==> src/rtl/branch_sequencer_pkg.sv <==
// Shared types and constants for the branch sequencer: state encoding and
// the position of the C2 condition field inside the instruction register.
package branch_sequencer_pkg;

  typedef enum logic [2:0] {
    ST_IDLE,
    ST_T3,
    ST_T4,
    ST_T5,
    ST_T6,
    ST_FIN
  } state_t;

  localparam int unsigned C2_MSB = 20;
  localparam int unsigned C2_LSB = 19;

endpackage

==> src/rtl/branch_sequencer_sat_counter.sv <==
// Saturating up-counter: increments on inc, sticks at all-ones, never wraps.
module sat_counter #(
  parameter int unsigned W = 16
) (
  input  logic         clk,
  input  logic         rst_n,
  input  logic         inc,
  output logic [W-1:0] count
);

  always_ff @(posedge clk or negedge rst_n) begin
    if (!rst_n) begin
      count <= '0;
    end else if (inc && (count != '1)) begin
      count <= count + 1'b1;
    end
  end

endmodule

==> src/rtl/branch_sequencer.sv <==
// Control sequencer for conditional branch instructions (T3..T6 microsteps)
// with branch outcome reporting and taken/not-taken statistics.
module branch_sequencer
  import branch_sequencer_pkg::*;
#(
  parameter int unsigned CNT_W = 16
) (
  input  logic             clk,
  input  logic             clr,
  input  logic             start,
  input  logic [31:0]      ir,
  input  logic             hold,
  input  logic             con_ff,
  output logic             gra,
  output logic             rout,
  output logic             con_in,
  output logic             pc_out,
  output logic             y_in,
  output logic             c_out,
  output logic             alu_add,
  output logic             z_in,
  output logic             zlow_out,
  output logic             pc_in,
  output logic [1:0]       con_ir_bits,
  output logic             busy,
  output logic             done,
  output logic             taken,
  output logic [CNT_W-1:0] taken_cnt,
  output logic [CNT_W-1:0] not_taken_cnt
);

  state_t state, next_state;
  logic   con_s;
  logic   fin_step;

  // Only the C2 field is consumed; the rest of the IR belongs to the datapath.
  logic unused_ir;
  assign unused_ir = ^{ir[31:C2_MSB+1], ir[C2_LSB-1:0]};

  always_ff @(posedge clk or negedge clr) begin
    if (!clr) begin
      state <= ST_IDLE;
    end else begin
      state <= next_state;
    end
  end

  always_comb begin
    next_state = state;
    if (!hold) begin
      unique case (state)
        ST_IDLE: if (start) next_state = ST_T3;
        ST_T3:   next_state = ST_T4;
        ST_T4:   next_state = ST_T5;
        ST_T5:   next_state = ST_T6;
        ST_T6:   next_state = ST_FIN;
        ST_FIN:  next_state = ST_IDLE;
        default: next_state = ST_IDLE;
      endcase
    end
  end

  // con_ff is sampled once, at the T5->T6 edge; taken is published on FIN entry.
  always_ff @(posedge clk or negedge clr) begin
    if (!clr) begin
      con_ir_bits <= 2'b00;
      con_s       <= 1'b0;
      taken       <= 1'b0;
    end else if (!hold) begin
      if (state == ST_IDLE && start) con_ir_bits <= ir[C2_MSB:C2_LSB];
      if (state == ST_T5)            con_s       <= con_ff;
      if (state == ST_T6)            taken       <= con_s;
    end
  end

  always_comb begin
    gra      = 1'b0;
    rout     = 1'b0;
    con_in   = 1'b0;
    pc_out   = 1'b0;
    y_in     = 1'b0;
    c_out    = 1'b0;
    alu_add  = 1'b0;
    z_in     = 1'b0;
    zlow_out = 1'b0;
    pc_in    = 1'b0;
    done     = 1'b0;
    busy     = (state != ST_IDLE);
    if (!hold) begin
      unique case (state)
        ST_T3:   begin gra = 1'b1; rout = 1'b1; con_in = 1'b1; end
        ST_T4:   begin pc_out = 1'b1; y_in = 1'b1; end
        ST_T5:   begin c_out = 1'b1; alu_add = 1'b1; z_in = 1'b1; end
        ST_T6:   begin zlow_out = con_s; pc_in = con_s; end
        ST_FIN:  done = 1'b1;
        default: ;
      endcase
    end
  end

  assign fin_step = done;

  sat_counter #(.W(CNT_W)) u_taken_cnt (
    .clk   (clk),
    .rst_n (clr),
    .inc   (fin_step & taken),
    .count (taken_cnt)
  );

  sat_counter #(.W(CNT_W)) u_not_taken_cnt (
    .clk   (clk),
    .rst_n (clr),
    .inc   (fin_step & ~taken),
    .count (not_taken_cnt)
  );

endmodule

==> config.mk <==
export PLATFORM = sky130hd
export DESIGN_NAME = branch_sequencer
export DESIGN_NICKNAME = d
export VERILOG_FILES = /design/src/rtl/branch_sequencer_pkg.sv /design/src/rtl/branch_sequencer_sat_counter.sv /design/src/rtl/branch_sequencer.sv
export SDC_FILE = /design/constraint.sdc
export NUM_CORES = 1
export LEC_CHECK = 0
export CAP_MARGIN = 20
export CELL_PAD_IN_SITES_DETAIL_PLACEMENT = 0
export CELL_PAD_IN_SITES_GLOBAL_PLACEMENT = 2
export CORE_UTILIZATION = 25
export DETAILED_ROUTE_END_ITERATION = 12
export PLACE_DENSITY_LB_ADDON = 0.3
export SETUP_SLACK_MARGIN = 0.05
export SYNTH_ARGS = -nofsm -noshare
export SYNTH_HDL_FRONTEND = slang
export SYNTH_SLANG_ARGS = --single-unit
==> constraint.sdc <==
create_clock -name clk -period 2 [get_ports clk]
set_input_delay 0.3 -clock clk [delete_from_list [all_inputs] [get_ports clk]]
set_output_delay 0.3 -clock clk [all_outputs]
set_load 0.005 [all_outputs]
==> results.txt <==
----------------------------------------------------
[Run status]
  Result of the run ... completed

[Layout]
  N_diodes ... 0
  Share of cells above drive strength 1 ... 21.6%
  Area of all placed cells without fillers ... 3010 um^2
  Filler Cells Inserted ... 811
  Relative area change from synthesis to final layout ... 48.3%
  Post-Layout Cell Count ... 380
  Layout net count ... 316

[Setup path]
  Peak per-stage delay on the critical path ... 0.51 ns
  Data arrival time at the worst-slack endpoint ... 1.64 ns
  Start-to-end type of the worst setup path ... reg -> out
  Endpoint kind of the worst setup timing path ... output port
  Crit-path leading delay family ... buffers and inverters
  Critical path's most frequent cell ... sky130_fd_sc_hd__nor2_2
  Standard cell with the maximum stage delay on the critical path ... sky130_fd_sc_hd__clkdlybuf4s50_1
  Cell breakdown of the critical path ... nor2_2 -> nand3b_1 -> nor2_2 -> clkdlybuf4s50_1
  Number of buffers and inverters on the critical path ... 1
  Required time reported for the critical path endpoint ... 1.70 ns
  Max FO, Critical Path ... 5
  Element type at the critical path start ... register

[Clocking]
  Maximum count of clock buffers along a single path ... 2
  Clk Tree Root Cell ... sky130_fd_sc_hd__clkbuf_8
  Clock latency of the later-clocked register in the worst-skew pair ... 0.29 ns
  CTS H-Tree Depth ... 2
  Clock buffer count from CTS ... 5
  Clock edge transition at the registers on the reported setup and hold paths ... 0.08 ns
  Clk sink count ... 39
  CTS tree ... yes

[Yosys]
  Mapped Cells ... 195
  Post-synthesis instance area ... 2030 um^2
  Average size of a mapped cell ... 10.4 um^2
  Area fraction of the dominant cell type after synthesis ... 48.1%
  Yosys warnings ... 0
  Synthesis-stage register bit count ... 39
  Post-synthesis cell type count ... 36
  Cell accounting for the most synthesized area ... sky130_fd_sc_hd__dfrtp_1
  Largest cells by area after synthesis ... sky130_fd_sc_hd__dfrtp_1 48%, sky130_fd_sc_hd__xor2_1 7.8%, sky130_fd_sc_hd__xnor2_1 3.9%, sky130_fd_sc_hd__nand4_1 3.4%, sky130_fd_sc_hd__nand3_1 3.2%
  Sequential cell area fraction in the yosys report ... 48.1%
  Net count after synthesis ... 234

[Placed design]
  Weighted congestion at the end of routability-driven global placement ... 0.740
  DP Cell Count ... 359
  Half-perimeter wire length after placement ... 3.50 mm
  Cell area reported after detailed placement ... 2790 um^2
  Number of buffers inserted by port buffering ... 53
  Worst slack after detailed placement ... -0.161 ns

[Timing]
  Shortest clock period the worst path allows after layout ... 1.94 ns
  Final critical-path setup slack ... 0.0561 ns
  Count of final hold-check violations ... 0
  Ratio of final minimum period to clock period ... 97.2%
  Maximum operating frequency ... 514 MHz
  Transition at the pin with the smallest max-transition slack ... 0.512 ns
  Setup repair after global routing missed its margin ... true
  Pins over their slew limit ... 0
  Post-Route Skew ... 0.00661 ns
  Max-slew headroom at the worst pin ... 65.8%
  Final-report setup violation count ... 0

[Global route]
  Total global routing overflow ... 0
  Pin count of the biggest net entering global routing ... 21
  First-pass GRT wire length ... 7.99 mm
  Total global-route track usage ... 12.1%
  Number of antenna violations at the first check in global routing ... 0
  Vias in the first global route ... 1639

[Floorplanning]
  Die H ... 92.1 um
  Floorplan core area ... 7770 um^2
  Die W ... 92.1 um
  Row Count ... 32
  Effective utilization at floorplan ... 26.1%
  Number of ports placed on the die boundary ... 84
  Die area ... 8480 um^2

[Routing]
  Routed via count ... 1683
  Routed len/inst ... 12.9 um
  Post-DR vias/cell ... 4.43
  Iteration-0 DRC Markers ... 59
  Residual DRC count ... 0
  DRT antenna net count ... 0
  First drt pass iteration count ... 4
  Overall routed net length ... 4.89 mm

[Power]
  Static leakage ... 1.43 nW
  Total power density per cell area ... 714 nW/um^2
  Peak ir drop on the vdd network ... 0.000423 V

[Job]
  Max-cap violations ... 0

[Worst hold path]
  Class of the tightest hold or removal check ... in -> async

----------------------------------------------------
[worst reg2reg max path: stages (launching register included)]
cell and delay [ns]:
sky130_fd_sc_hd__dfrtp_1 0.44, sky130_fd_sc_hd__ha_1 0.25, sky130_fd_sc_hd__and4_1 0.23, sky130_fd_sc_hd__and4bb_2 0.26, sky130_fd_sc_hd__nor2_1 0.18, sky130_fd_sc_hd__mux2_1 0.34
[metal layers]
layer	part of all wire, %	track usage [%]	routed length, um
met5	0	0	0
met4	0.96	3.91	47
met3	4.5	2.90	222
met2	44	18.8	2150
met1	51	16.4	2470
[flip-flops by register name (all words and copies together) (netlist names)]
signal and cells:
con_ir_bits 2, u_not_taken_cnt.count 16, taken 1, u_taken_cnt.count 16, state 3, con_s 1
[cells by family after synthesis]
group                      after synthesis  synth area share, %
buffers and inverters                   13                 3.89
adders and majority gates                2                 1.23
muxes                                    6                 3.33
DFF                                     39                 48.1
and+or+nand+nor                         98                 29.1
AOI/OAI and AO/OA                       10                 2.71
xor gates and xnor gates                27                 11.7
[area by class of cell]
cell class	count	area, um^2	area share [%]
Clock buffer	5	68.8	2.29
Clock inverter	3	15.0	0.499
Inverter	2	7.51	0.250
Multi-Input combinational cell	143	1010	33.6
Sequential cell	39	980	32.6
Tap cell	102	128	4.24
Timing Repair Buffer	86	800	26.6
[through the flow]
step | hold WS (ns) | TNS, ns | power [mW] | util (%)
after CTS | 0.516 | 0 | 2.15 | 37.8
after detailed placement | 0.303 | -3.02 | 1.53 | 35.9
after floorplan | 0.00441 | 0 | 1.22 | -
after global placement | 0.307 | -1.87 | 1.53 | 35.9
after global routing | 0.531 | -0.00789 | 2.28 | 38.7
final | 0.506 | 0 | 2.15 | 38.7
[worst paths after layout]
| check | startpoint | slack [ns] | to | cells after the start |
|---|---|---|---|---|
| min in group clk | con_s | 0.51 | con_s | 1 |
| max in group asynchronous | clr | 0.99 | state[2] | 3 |
| setup / recovery | state[0] | 0.06 | zlow_out | 4 |
| hold reg to reg | con_s | 0.51 | con_s | 1 |
| hold / removal | clr | 0.51 | u_not_taken_cnt.count[10] | 2 |
| setup reg to reg | u_taken_cnt.count[0] | 0.20 | u_taken_cnt.count[1] | 5 |
[what timing repair did]
item	4_1_cts	5_1_grt
pin swaps	3	2
hold endpoints to repair	19	0
buffers inserted	7	5
setup endpoints to repair	11	15
resized for setup	14	9
hold buffers	1	0
[placed cells by master (no fill, tap or decap), drive strengths merged, types with 2 or more instances in the layout]
cell type      netlist  routed
and3                 4       4
and4                 3       3
and4bb               2       2
buf                 10      33
clkbuf               1       5
clkdlybuf4s50        0      42
clkinv               0       3
dfrtp               39      39
dlygate4sd2          0       6
dlymetal6s2s         0       4
ha                   2       2
inv                  2       2
mux2                 6       6
nand2               16      16
nand2b               3       3
nand3               13      13
nand3b               2       2
nand4               13      13
nor2                14      14
nor2b                2       2
nor3                10      10
nor3b                4       4
nor4                 5       5
nor4b                2       2
o21ai                7       7
or3                  2       2
xnor2                9       9
xor2                18      18
[synth_stat cells]
| cell type | n |
|---|---|
| sky130_fd_sc_hd__a21o_1 | 1 |
| sky130_fd_sc_hd__a21oi_1 | 1 |
| sky130_fd_sc_hd__and2_1 | 1 |
| sky130_fd_sc_hd__and3_1 | 4 |
| sky130_fd_sc_hd__and4_1 | 3 |
| sky130_fd_sc_hd__and4b_1 | 1 |
| sky130_fd_sc_hd__and4bb_1 | 1 |
| sky130_fd_sc_hd__and4bb_2 | 1 |
| sky130_fd_sc_hd__buf_2 | 3 |
| sky130_fd_sc_hd__buf_4 | 7 |
| sky130_fd_sc_hd__clkbuf_1 | 1 |
| sky130_fd_sc_hd__dfrtp_1 | 39 |
| sky130_fd_sc_hd__ha_1 | 2 |
| sky130_fd_sc_hd__inv_1 | 2 |
| sky130_fd_sc_hd__mux2_1 | 2 |
| sky130_fd_sc_hd__mux2_2 | 4 |
| sky130_fd_sc_hd__nand2_1 | 16 |
| sky130_fd_sc_hd__nand2b_1 | 3 |
| sky130_fd_sc_hd__nand3_1 | 13 |
| sky130_fd_sc_hd__nand3b_1 | 2 |
| sky130_fd_sc_hd__nand4_1 | 11 |
| sky130_fd_sc_hd__nand4_4 | 2 |
| sky130_fd_sc_hd__nor2_1 | 14 |
| sky130_fd_sc_hd__nor2b_1 | 2 |
| sky130_fd_sc_hd__nor3_1 | 10 |
| sky130_fd_sc_hd__nor3b_1 | 4 |
| sky130_fd_sc_hd__nor4_1 | 4 |
| sky130_fd_sc_hd__nor4_2 | 1 |
| sky130_fd_sc_hd__nor4b_1 | 1 |
| sky130_fd_sc_hd__nor4b_2 | 1 |
| sky130_fd_sc_hd__o21ai_0 | 7 |
| sky130_fd_sc_hd__o31ai_1 | 1 |
| sky130_fd_sc_hd__or3_1 | 2 |
| sky130_fd_sc_hd__or4_1 | 1 |
| sky130_fd_sc_hd__xnor2_1 | 9 |
| sky130_fd_sc_hd__xor2_1 | 18 |
[power breakdown]
part	internal (mW)	switching, mW
Sequential	0.883	0.111
Combinational	0.404	0.228
Clock	0.239	0.282
Total	1.53	0.621
(Power assumes the default switching activity.)
